===== src/rtl/end_screen_pkg.sv =====
// Shared types and default geometry for the end-screen feeder.
package end_screen_pkg;

   typedef enum logic [1:0] {IDLE, FADE_IN, SHOW} state_t;

   localparam int unsigned SCREEN_W   = 640;
   localparam int unsigned SCREEN_H   = 480;
   localparam int unsigned IMG_W_DEF  = 320;
   localparam int unsigned IMG_H_DEF  = 240;
   localparam int unsigned ADDR_W_DEF = 17;

   localparam logic [3:0] FADE_MAX = 4'd15;

endpackage


===== src/rtl/end_fade_ctrl.sv =====
// Fade-in / blink sequencer for the end screen; advances only on frame_start.
module end_fade_ctrl
   import end_screen_pkg::*;
#(
   parameter int unsigned FADE_FRAMES  = 4,
   parameter int unsigned BLINK_FRAMES = 32
) (
   input  logic       clk,
   input  logic       reset,
   input  logic       game_over,
   input  logic       frame_start,
   output logic [3:0] fade_level,
   output logic       active,
   output logic       blink_off
);

   localparam int unsigned FC_W = (FADE_FRAMES  > 1) ? $clog2(FADE_FRAMES)  : 1;
   localparam int unsigned BC_W = (BLINK_FRAMES > 1) ? $clog2(BLINK_FRAMES) : 1;
   localparam logic [FC_W-1:0] FC_LAST = FC_W'(FADE_FRAMES - 1);
   localparam logic [BC_W-1:0] BC_LAST = BC_W'(BLINK_FRAMES - 1);

   state_t            state, state_n;
   logic [FC_W-1:0]   frame_cnt, frame_cnt_n;
   logic [BC_W-1:0]   blink_cnt, blink_cnt_n;
   logic              blink_off_n;
   logic [3:0]        fade_level_n, fade_inc;

   always_ff @(posedge clk) begin
      if (reset) begin
         state      <= IDLE;
         frame_cnt  <= '0;
         blink_cnt  <= '0;
         blink_off  <= 1'b0;
         fade_level <= '0;
      end else begin
         state      <= state_n;
         frame_cnt  <= frame_cnt_n;
         blink_cnt  <= blink_cnt_n;
         blink_off  <= blink_off_n;
         fade_level <= fade_level_n;
      end
   end

   // Dropping game_over wins over a coincident frame_start.
   always_comb begin
      state_n      = state;
      frame_cnt_n  = frame_cnt;
      blink_cnt_n  = blink_cnt;
      blink_off_n  = blink_off;
      fade_level_n = fade_level;
      fade_inc     = fade_level + 4'd1;
      if (!game_over) begin
         state_n      = IDLE;
         frame_cnt_n  = '0;
         blink_cnt_n  = '0;
         blink_off_n  = 1'b0;
         fade_level_n = '0;
      end else if (frame_start) begin
         case (state)
            IDLE: begin
               state_n      = FADE_IN;
               fade_level_n = 4'd1;
               frame_cnt_n  = '0;
            end
            FADE_IN: begin
               if (frame_cnt == FC_LAST) begin
                  frame_cnt_n  = '0;
                  fade_level_n = fade_inc;
                  if (fade_inc == FADE_MAX) begin
                     state_n     = SHOW;
                     blink_cnt_n = '0;
                     blink_off_n = 1'b0;
                  end
               end else begin
                  frame_cnt_n = frame_cnt + 1'b1;
               end
            end
            SHOW: begin
               fade_level_n = FADE_MAX;
               if (blink_cnt == BC_LAST) begin
                  blink_cnt_n = '0;
                  blink_off_n = ~blink_off;
               end else begin
                  blink_cnt_n = blink_cnt + 1'b1;
               end
            end
            default: state_n = IDLE;
         endcase
      end
   end

   assign active = (state != IDLE);

endmodule


===== src/rtl/end_screen_fetch.sv =====
// Scan position -> half-res bitmap address, 3-stage retimed palette index gated by window/fade state.
module end_screen_fetch
   import end_screen_pkg::*;
#(
   parameter int unsigned IMG_W        = IMG_W_DEF,
   parameter int unsigned IMG_H        = IMG_H_DEF,
   parameter int unsigned ADDR_W       = ADDR_W_DEF,
   parameter int unsigned FADE_FRAMES  = 4,
   parameter int unsigned BLINK_FRAMES = 32,
   parameter int unsigned BLINK_Y0     = 176,
   parameter int unsigned BLINK_Y1     = 191
) (
   input  logic              Clk,
   input  logic              Reset,
   input  logic              game_over,
   input  logic              frame_start,
   input  logic              vde,
   input  logic [9:0]        DrawX,
   input  logic [9:0]        DrawY,
   output logic [ADDR_W-1:0] rom_addr,
   input  logic [3:0]        rom_q,
   output logic [3:0]        index,
   output logic              index_valid,
   output logic [3:0]        fade_level,
   output logic              active
);

   localparam logic [9:0] SCR_W = 10'(IMG_W << 1);
   localparam logic [9:0] SCR_H = 10'(IMG_H << 1);

   logic              blink_off;
   logic              visible, in_band;
   logic [8:0]        bx, by;
   logic [ADDR_W-1:0] addr_c;
   logic              v1, v2;
   logic [8:0]        by1, by2;

   end_fade_ctrl #(
      .FADE_FRAMES  (FADE_FRAMES),
      .BLINK_FRAMES (BLINK_FRAMES)
   ) u_ctrl (
      .clk         (Clk),
      .reset       (Reset),
      .game_over   (game_over),
      .frame_start (frame_start),
      .fade_level  (fade_level),
      .active      (active),
      .blink_off   (blink_off)
   );

   assign visible = vde && (DrawX < SCR_W) && (DrawY < SCR_H);
   assign bx      = DrawX[9:1];
   assign by      = DrawY[9:1];
   assign addr_c  = ADDR_W'(by) * ADDR_W'(IMG_W) + ADDR_W'(bx);
   assign in_band = (by2 >= 9'(BLINK_Y0)) && (by2 <= 9'(BLINK_Y1));

   // v1/by1 ride with rom_addr, v2/by2 with rom_q; stage 3 uses live fade state.
   always_ff @(posedge Clk) begin
      if (Reset) begin
         rom_addr    <= '0;
         v1          <= 1'b0;
         v2          <= 1'b0;
         by1         <= '0;
         by2         <= '0;
         index       <= '0;
         index_valid <= 1'b0;
      end else begin
         rom_addr    <= visible ? addr_c : '0;
         v1          <= visible;
         by1         <= by;
         v2          <= v1;
         by2         <= by1;
         index_valid <= v2 && active;
         index       <= (v2 && active && !(blink_off && in_band)) ? rom_q : '0;
      end
   end

endmodule


===== config.mk =====
export PLATFORM = sky130hd
export DESIGN_NAME = end_screen_fetch
export DESIGN_NICKNAME = d
export VERILOG_FILES = /design/src/rtl/end_screen_pkg.sv /design/src/rtl/end_fade_ctrl.sv /design/src/rtl/end_screen_fetch.sv
export SDC_FILE = /design/constraint.sdc
export NUM_CORES = 1
export LEC_CHECK = 0
export ABC_AREA = 0
export CORE_MARGIN = 4
export CORE_UTILIZATION = 50
export CTS_BUF_LIST = sky130_fd_sc_hd__clkbuf_4 sky130_fd_sc_hd__clkbuf_8
export DETAILED_ROUTE_END_ITERATION = 16
export DONT_BUFFER_PORTS = 1
export GPL_TIMING_DRIVEN = 0
export PLACE_DENSITY = 0.65
export SYNTH_ARGS = -nofsm -noshare
export SYNTH_HDL_FRONTEND = slang
export SYNTH_SLANG_ARGS = --single-unit

===== constraint.sdc =====
create_clock -name Clk -period 2.5 [get_ports Clk]
set_input_delay 0.375 -clock Clk [delete_from_list [all_inputs] [get_ports Clk]]
set_output_delay 0.375 -clock Clk [all_outputs]
set_load 0.1 [all_outputs]

# == After elaboration in Yosys (flattened, before gate mapping) ==
# Cells that the tools add are included.
# classes
addsub,4
mul,1
n_lt_le_gt_ge,4
eq_ne,8
n_mux,15
n_bitwise,5
reduce_logical,20
# op_table
operator,count
adder 17 x 9 -> 17 bit,1
two-way mux 5 bit,3
one-hot mux 4 bit (3 select lines),1
"multiplier 9 x 3 -> 11 bit, second input constant",1
"less-than comparator 10 bit, second input constant",1
"less-than comparator 10 x 9 -> 1 bit, second input constant",1
one-hot mux 5 bit (2 select lines),1
">= comparator 9 x 8 -> 1 bit, second input constant",1
"less-or-equal comparator 9 x 8 -> 1 bit, second input constant",1
AND reduction 4 bit,2
logical AND 1 bit,6
two-way mux 2 bit,3
"inequality test 2 x 1 -> 1 bit, second input constant",3
one-hot mux 2 bit (3 select lines),1
nonzero test 2 bit,3
OR reduction 2 bit,3
"adder 5 x 1 -> 5 bit, second input constant",1
"equality test 5 bit, second input constant",1
NOT 1 bit,5
AND reduction 5 bit,1
"adder 4 x 1 -> 4 bit, second input constant",1
"equality test 2 bit, second input constant",2
"equality test 4 bit, second input constant",1
two-way mux 4 bit,1
10 further kinds,12
# word_totals
register_bits,56
word_cells,69

# == Logic depth before layout (Yosys ltp) ==
# depth
depth_word,7
ltp_mapped,9
ltp_nobuf,9

# == Modules after synthesis ==
# Synthesis repeated with hierarchy kept, for this count alone.
# hier_totals
hier_cells,261
hier_area_um2,2447.3
# modules_own_cells
mod,n_inst,cells_each,area_per_inst_um2
end_screen_fetch,1,162,1611.5
end_fade_ctrl,1,99,835.8

# == Worst setup path after synthesis ==
# No wires, ideal clock.
# synth_timing
path_type,register to register
startpoint,register u_ctrl.fade_level[1]
endpoint,register u_ctrl.blink_cnt[2]
setup_ns,0.070
t_arrival_ns,2.451
slack_ns,-0.021
path_stages_with_launch,8
synth_period_minus_slack_ns,2.521
cell_sequence,dfxtp_1 -> ha_1 -> and2b_2 -> nand4_1 -> o211ai_4 -> nand3_4 -> or4_1 -> a21oi_1
# synth_between
elab_chain_cells,4
# synth_rtl
item,line_no,text
start: declaration,end_fade_ctrl.sv:12,"output logic [3:0] fade_level,"
start signal: assignment,end_fade_ctrl.sv:40,fade_level <= fade_level_n;
adder 4 x 1 -> 4 bit,end_fade_ctrl.sv:51,fade_inc = fade_level + 4'd1;
equality test 4 bit,end_fade_ctrl.sv:69,if (fade_inc == FADE_MAX) begin
inequality test 2 x 1 -> 1 bit (no line),-,
AND reduction 4 bit (no line),-,
end signal: assignment,end_fade_ctrl.sv:38,blink_cnt <= blink_cnt_n;
end: declaration,end_fade_ctrl.sv:24,"logic [BC_W-1:0] blink_cnt, blink_cnt_n;"
# No other way between the ends.
# A chain may end at the register's enable or synchronous reset.

# == Worst setup path after layout ==
# layout_timing
startpoint,register u_ctrl.fade_level[3]
endpoint,register u_ctrl.blink_cnt[2]
# The elaborated chain is that of the path after synthesis.

==> impl_results.html <==
<table>
<tr><th>Metric</th><th>Value</th></tr>
<tr><th colspan="2">Status</th></tr>
<tr><td>Result of the run</td><td>completed</td></tr>
<tr><th colspan="2">Floorplanning</th></tr>
<tr><td>CORE AREA</td><td>4414 sq um</td></tr>
<tr><td>Area enclosed by the die boundary</td><td>5804 sq um</td></tr>
<tr><td>Core Rows</td><td>24</td></tr>
<tr><td>Die Wd</td><td>76.19 microns</td></tr>
<tr><td>Die Ht</td><td>76.19 microns</td></tr>
<tr><td>Number of top-level pins</td><td>56</td></tr>
<tr><td>Initial cell density of the core</td><td>0.5266</td></tr>
<tr><th colspan="2">Pwr</th></tr>
<tr><td>Worst IR drop on VDD</td><td>0.3161 mV</td></tr>
<tr><td>Gate power share</td><td>0.133</td></tr>
<tr><td>Sequential fraction of design power</td><td>0.491</td></tr>
<tr><td>Cell-internal power</td><td>1.283 mW</td></tr>
<tr><td>Switching power as a share of total power</td><td>0.2664</td></tr>
<tr><td>Total net switching power</td><td>466.0 uW</td></tr>
<tr><td>Total leakage power</td><td>1.053 nW</td></tr>
<tr><td>Cell Pwr Density</td><td>690.0 nW/um^2</td></tr>
<tr><td>Clock group share of total power</td><td>0.376</td></tr>
<tr><th colspan="2">Routing</th></tr>
<tr><td>Wire per inst</td><td>13.91 microns</td></tr>
<tr><td>ANT nets after route</td><td>0</td></tr>
<tr><td>Number of remaining DRC errors</td><td>0</td></tr>
<tr><td>Sum of routed wire length over all layers</td><td>4132 microns</td></tr>
<tr><td>Number of violations reported at the end of detailed-routing iteration 0</td><td>25</td></tr>
<tr><td>Router iterations before antenna repair</td><td>4</td></tr>
<tr><td>Via density per instance</td><td>5.397</td></tr>
<tr><td>Count of vias placed by the detailed router</td><td>1603</td></tr>
<tr><th colspan="2">Clocking</th></tr>
<tr><td>TritonCTS clock tree</td><td>yes</td></tr>
<tr><td>Clock latency at the later pin of the worst-skew pair</td><td>0.30 ns</td></tr>
<tr><td>Sink count of the clock tree</td><td>48</td></tr>
<tr><td>Clock tree root buffer cell</td><td>sky130_fd_sc_hd__clkbuf_8</td></tr>
<tr><td>Level count of the clock H-tree</td><td>2</td></tr>
<tr><td>Hold bufs inserted after CTS</td><td>0</td></tr>
<tr><td>Inserted Clock Buffers</td><td>5</td></tr>
<tr><td>CTS clock-pin slew for the worst setup and hold paths</td><td>0.09 ns</td></tr>
<tr><td>Number of buffers on the longest clock path</td><td>2</td></tr>
<tr><th colspan="2">Placed design</th></tr>
<tr><td>Placed wire-length estimate</td><td>3224 microns</td></tr>
<tr><td>Routability congestion estimate</td><td>0.7774</td></tr>
<tr><td>Port Buffers</td><td>0</td></tr>
<tr><th colspan="2">Synthesis</th></tr>
<tr><td>Most common cell in the netlist</td><td>sky130_fd_sc_hd__dfxtp_1</td></tr>
<tr><td>Basic-gate share of the synthesized area counting and, or, nand and nor cells</td><td>0.2282</td></tr>
<tr><td>Yosys top cell by area</td><td>sky130_fd_sc_hd__dfxtp_1</td></tr>
<tr><td>Dominant combinational cell family by area after synthesis</td><td>simple AND/OR/NAND/NOR gates</td></tr>
<tr><td>Number of warning messages in the yosys log</td><td>0</td></tr>
<tr><td>Post-Syn Nets</td><td>294</td></tr>
<tr><td>Synthesized-area fraction occupied by ao, oa, aoi and oai cells</td><td>0.1184</td></tr>
<tr><td>Post-Syn Area</td><td>2325 sq um</td></tr>
<tr><td>Number of enable flip-flop cells after synthesis</td><td>0</td></tr>
<tr><td>Average footprint of a synthesized cell</td><td>9.809 sq um</td></tr>
<tr><td>Number of synthesized register bits</td><td>48</td></tr>
<tr><td>Main area contributors after synthesis</td><td>sky130_fd_sc_hd__dfxtp_1, sky130_fd_sc_hd__ha_1, sky130_fd_sc_hd__nor2b_1</td></tr>
<tr><td>Part of the Yosys area used for sequential elements</td><td>0.4133</td></tr>
<tr><td>Most used flip-flop cell after synthesis</td><td>sky130_fd_sc_hd__dfxtp_1</td></tr>
<tr><td>Xor and xnor area share after synthesis</td><td>0.03767</td></tr>
<tr><td>Mux share of post-synthesis cell area</td><td>0.008611</td></tr>
<tr><td>Top cells by instance count after synthesis</td><td>sky130_fd_sc_hd__dfxtp_1, sky130_fd_sc_hd__ha_1, sky130_fd_sc_hd__nor2b_1</td></tr>
<tr><td>Cell count after synthesis</td><td>237</td></tr>
<tr><td>Share of synthesized flip-flops with an asynchronous set or reset</td><td>0</td></tr>
<tr><td>Proportion of netlist area held by the largest area contributor</td><td>0.4133</td></tr>
<tr><td>Count of cell types in the netlist</td><td>47</td></tr>
<tr><td>Post-Synth Adder-Cell Area</td><td>0.1572</td></tr>
<tr><th colspan="2">Timing</th></tr>
<tr><td>Max transition margin</td><td>0.2810</td></tr>
<tr><td>Setup repair after global routing missed its margin</td><td>no</td></tr>
<tr><td>Final Max Slew Viols</td><td>0</td></tr>
<tr><td>Tightest hold margin</td><td>0.1888 ns</td></tr>
<tr><td>Final Hold Vio Count</td><td>0</td></tr>
<tr><td>Tcrit/Tclk final</td><td>0.9464</td></tr>
<tr><td>Final setup fails</td><td>0</td></tr>
<tr><td>Worst-margin pin slew</td><td>1.077 ns</td></tr>
<tr><td>Highest attainable clock frequency</td><td>0.4227 GHz</td></tr>
<tr><td>Min Clock Period, post-route</td><td>2.366 ns</td></tr>
<tr><td>Clock Skews</td><td>0.003373 ns</td></tr>
<tr><th colspan="2">Setup path</th></tr>
<tr><td>Worst Path Required</td><td>2.74 ns</td></tr>
<tr><td>Largest driver fanout on the critical path</td><td>9</td></tr>
<tr><td>Worst setup SP type</td><td>flip-flop</td></tr>
<tr><td>Kind of end point of the critical path</td><td>flip-flop</td></tr>
<tr><td>Setup slack, reg-to-reg</td><td>0.13 ns</td></tr>
<tr><td>Critical path type</td><td>flip-flop to flip-flop</td></tr>
<tr><td>Arrival time of data at the critical path endpoint</td><td>2.60 ns</td></tr>
<tr><th colspan="2">Job</th></tr>
<tr><td>Number of maximum-capacitance constraint violations</td><td>0</td></tr>
<tr><th colspan="2">Global routing</th></tr>
<tr><td>GRT Resource Usage Total</td><td>0.1473</td></tr>
<tr><td>Number of antenna violations at the first check in global routing</td><td>0</td></tr>
<tr><td>Global route total overflow</td><td>0</td></tr>
<tr><td>Maximum number of pins on one net before global-route repair</td><td>17</td></tr>
<tr><td>Via count of the first global-routing pass</td><td>1536</td></tr>
<tr><td>Global-route wire length before repair</td><td>7024 microns</td></tr>
<tr><th colspan="2">Worst hold path</th></tr>
<tr><td>Worst min-delay path class</td><td>input pin to flip-flop</td></tr>
<tr><th colspan="2">Layout</th></tr>
<tr><td>Fraction of the core area covered by cells at the end of the flow</td><td>0.5743</td></tr>
<tr><td>Final Net Count</td><td>301</td></tr>
<tr><td>Count of filler cells inserted in the layout</td><td>393</td></tr>
<tr><td>Fraction of layout instances using a drive strength above 1</td><td>0.08980</td></tr>
<tr><td>Antenna cells</td><td>0</td></tr>
<tr><td>Relative area change from synthesis to final layout</td><td>9.042%</td></tr>
</table>
## kinds of logic (layout without fill, tap and decap cells)
group                    count (synthesis)  in the layout
adder cells (fa/ha/maj)                 28             28
AO/OA/AOI/OAI                           40             40
XOR/XNOR                                10             10
multiplexers                             2              2
AND/OR/NAND/NOR                         91             91
flip-flops                              48             48
buffers and inverters                   18             26
## stage by stage
stage	setup TNS [ns]	setup WS (ns)	cell area, sq um	std cells	power [mW]
floorplan	0	0.01733	2327	237	1.070
global placement	-0.3431	-0.1757	2392	289	1.106
detailed placement	-0.3687	-0.1886	2392	289	1.108
CTS	0	0.1189	2530	297	1.766
global route	0	0.01830	2535	297	1.846
finish	0	0.1340	2535	297	1.749
## repair_timing
| item | 4_1_cts | 5_1_grt |
|---|---|---|
| resized for setup | 0 | 1 |
| buffers inserted | 0 | 0 |
| endpoints found under the setup margin | 0 | 2 |
## final cells by class
type | instances | area (sq um) | share of cell area
inverter | 14 | 52.55 | 0.02073
clock inverter | 3 | 68.82 | 0.02715
multi-input combinational | 171 | 1284 | 0.5064
sequential | 48 | 963.4 | 0.3801
tap | 52 | 65.06 | 0.02567
clock buffer | 5 | 68.82 | 0.02715
buffer | 4 | 32.53 | 0.01283
## state kept, by name (all words and copies together) (netlist names)
| signal | flops |
|---|---|
| by2 | 5 |
| v1 | 1 |
| by1 | 5 |
| rom_addr | 17 |
| u_ctrl.frame_cnt | 2 |
| u_ctrl.blink_cnt | 5 |
| u_ctrl.blink_off | 1 |
| index | 4 |
| u_ctrl.state | 2 |
| index_valid | 1 |
| v2 | 1 |
| u_ctrl.fade_level | 4 |
## cells in the final DEF, fill, tap and decap left out, drive strengths merged, types with 5 or more instances in the layout
master and count:
dfxtp 48, ha 26, nor2b 18, nor2 16, inv 15, and2 12, a21oi 11, o21ai 8
nand2 8, nand3 8, clkbuf 7, xor2 6, nand4 5
## critical path, stage by stage (launching register included)
cell	delay (ns)
sky130_fd_sc_hd__dfxtp_1	1.04
sky130_fd_sc_hd__xor2_1	0.24
sky130_fd_sc_hd__o211ai_4	0.31
sky130_fd_sc_hd__nand3_4	0.15
sky130_fd_sc_hd__or4_1	0.42
sky130_fd_sc_hd__a21oi_1	0.15
## power groups by stage
stage | registers [mW] | clock network (mW) | logic [mW]
final | 0.859 | 0.657 | 0.233
after global routing | 0.862 | 0.720 | 0.264
after CTS | 0.859 | 0.674 | 0.232
after detailed placement | 0.877 | 0 | 0.231
after global placement | 0.877 | 0 | 0.229
after floorplan | 0.874 | 0 | 0.196
## metal layers
layer  vias to the layer above  wire length, microns  global-route usage
li1                        838                     -                   -
met3                         5                   370             0.06383
met1                       720                  1713              0.1649
met4                         0                    73             0.05769
met5                         -                     0                   0
met2                        40                  1974              0.2449
## final timing paths
path / from / endpoint / cells after the start
min: DrawX[5] / rom_addr[4] / 1
max: u_ctrl.fade_level[3] / u_ctrl.blink_cnt[2] / 5
max reg2reg: u_ctrl.fade_level[3] / u_ctrl.blink_cnt[2] / 5
min reg2reg: by1[8] / by2[8] / 1
Note: power is estimated with default switching activity, not from simulation.
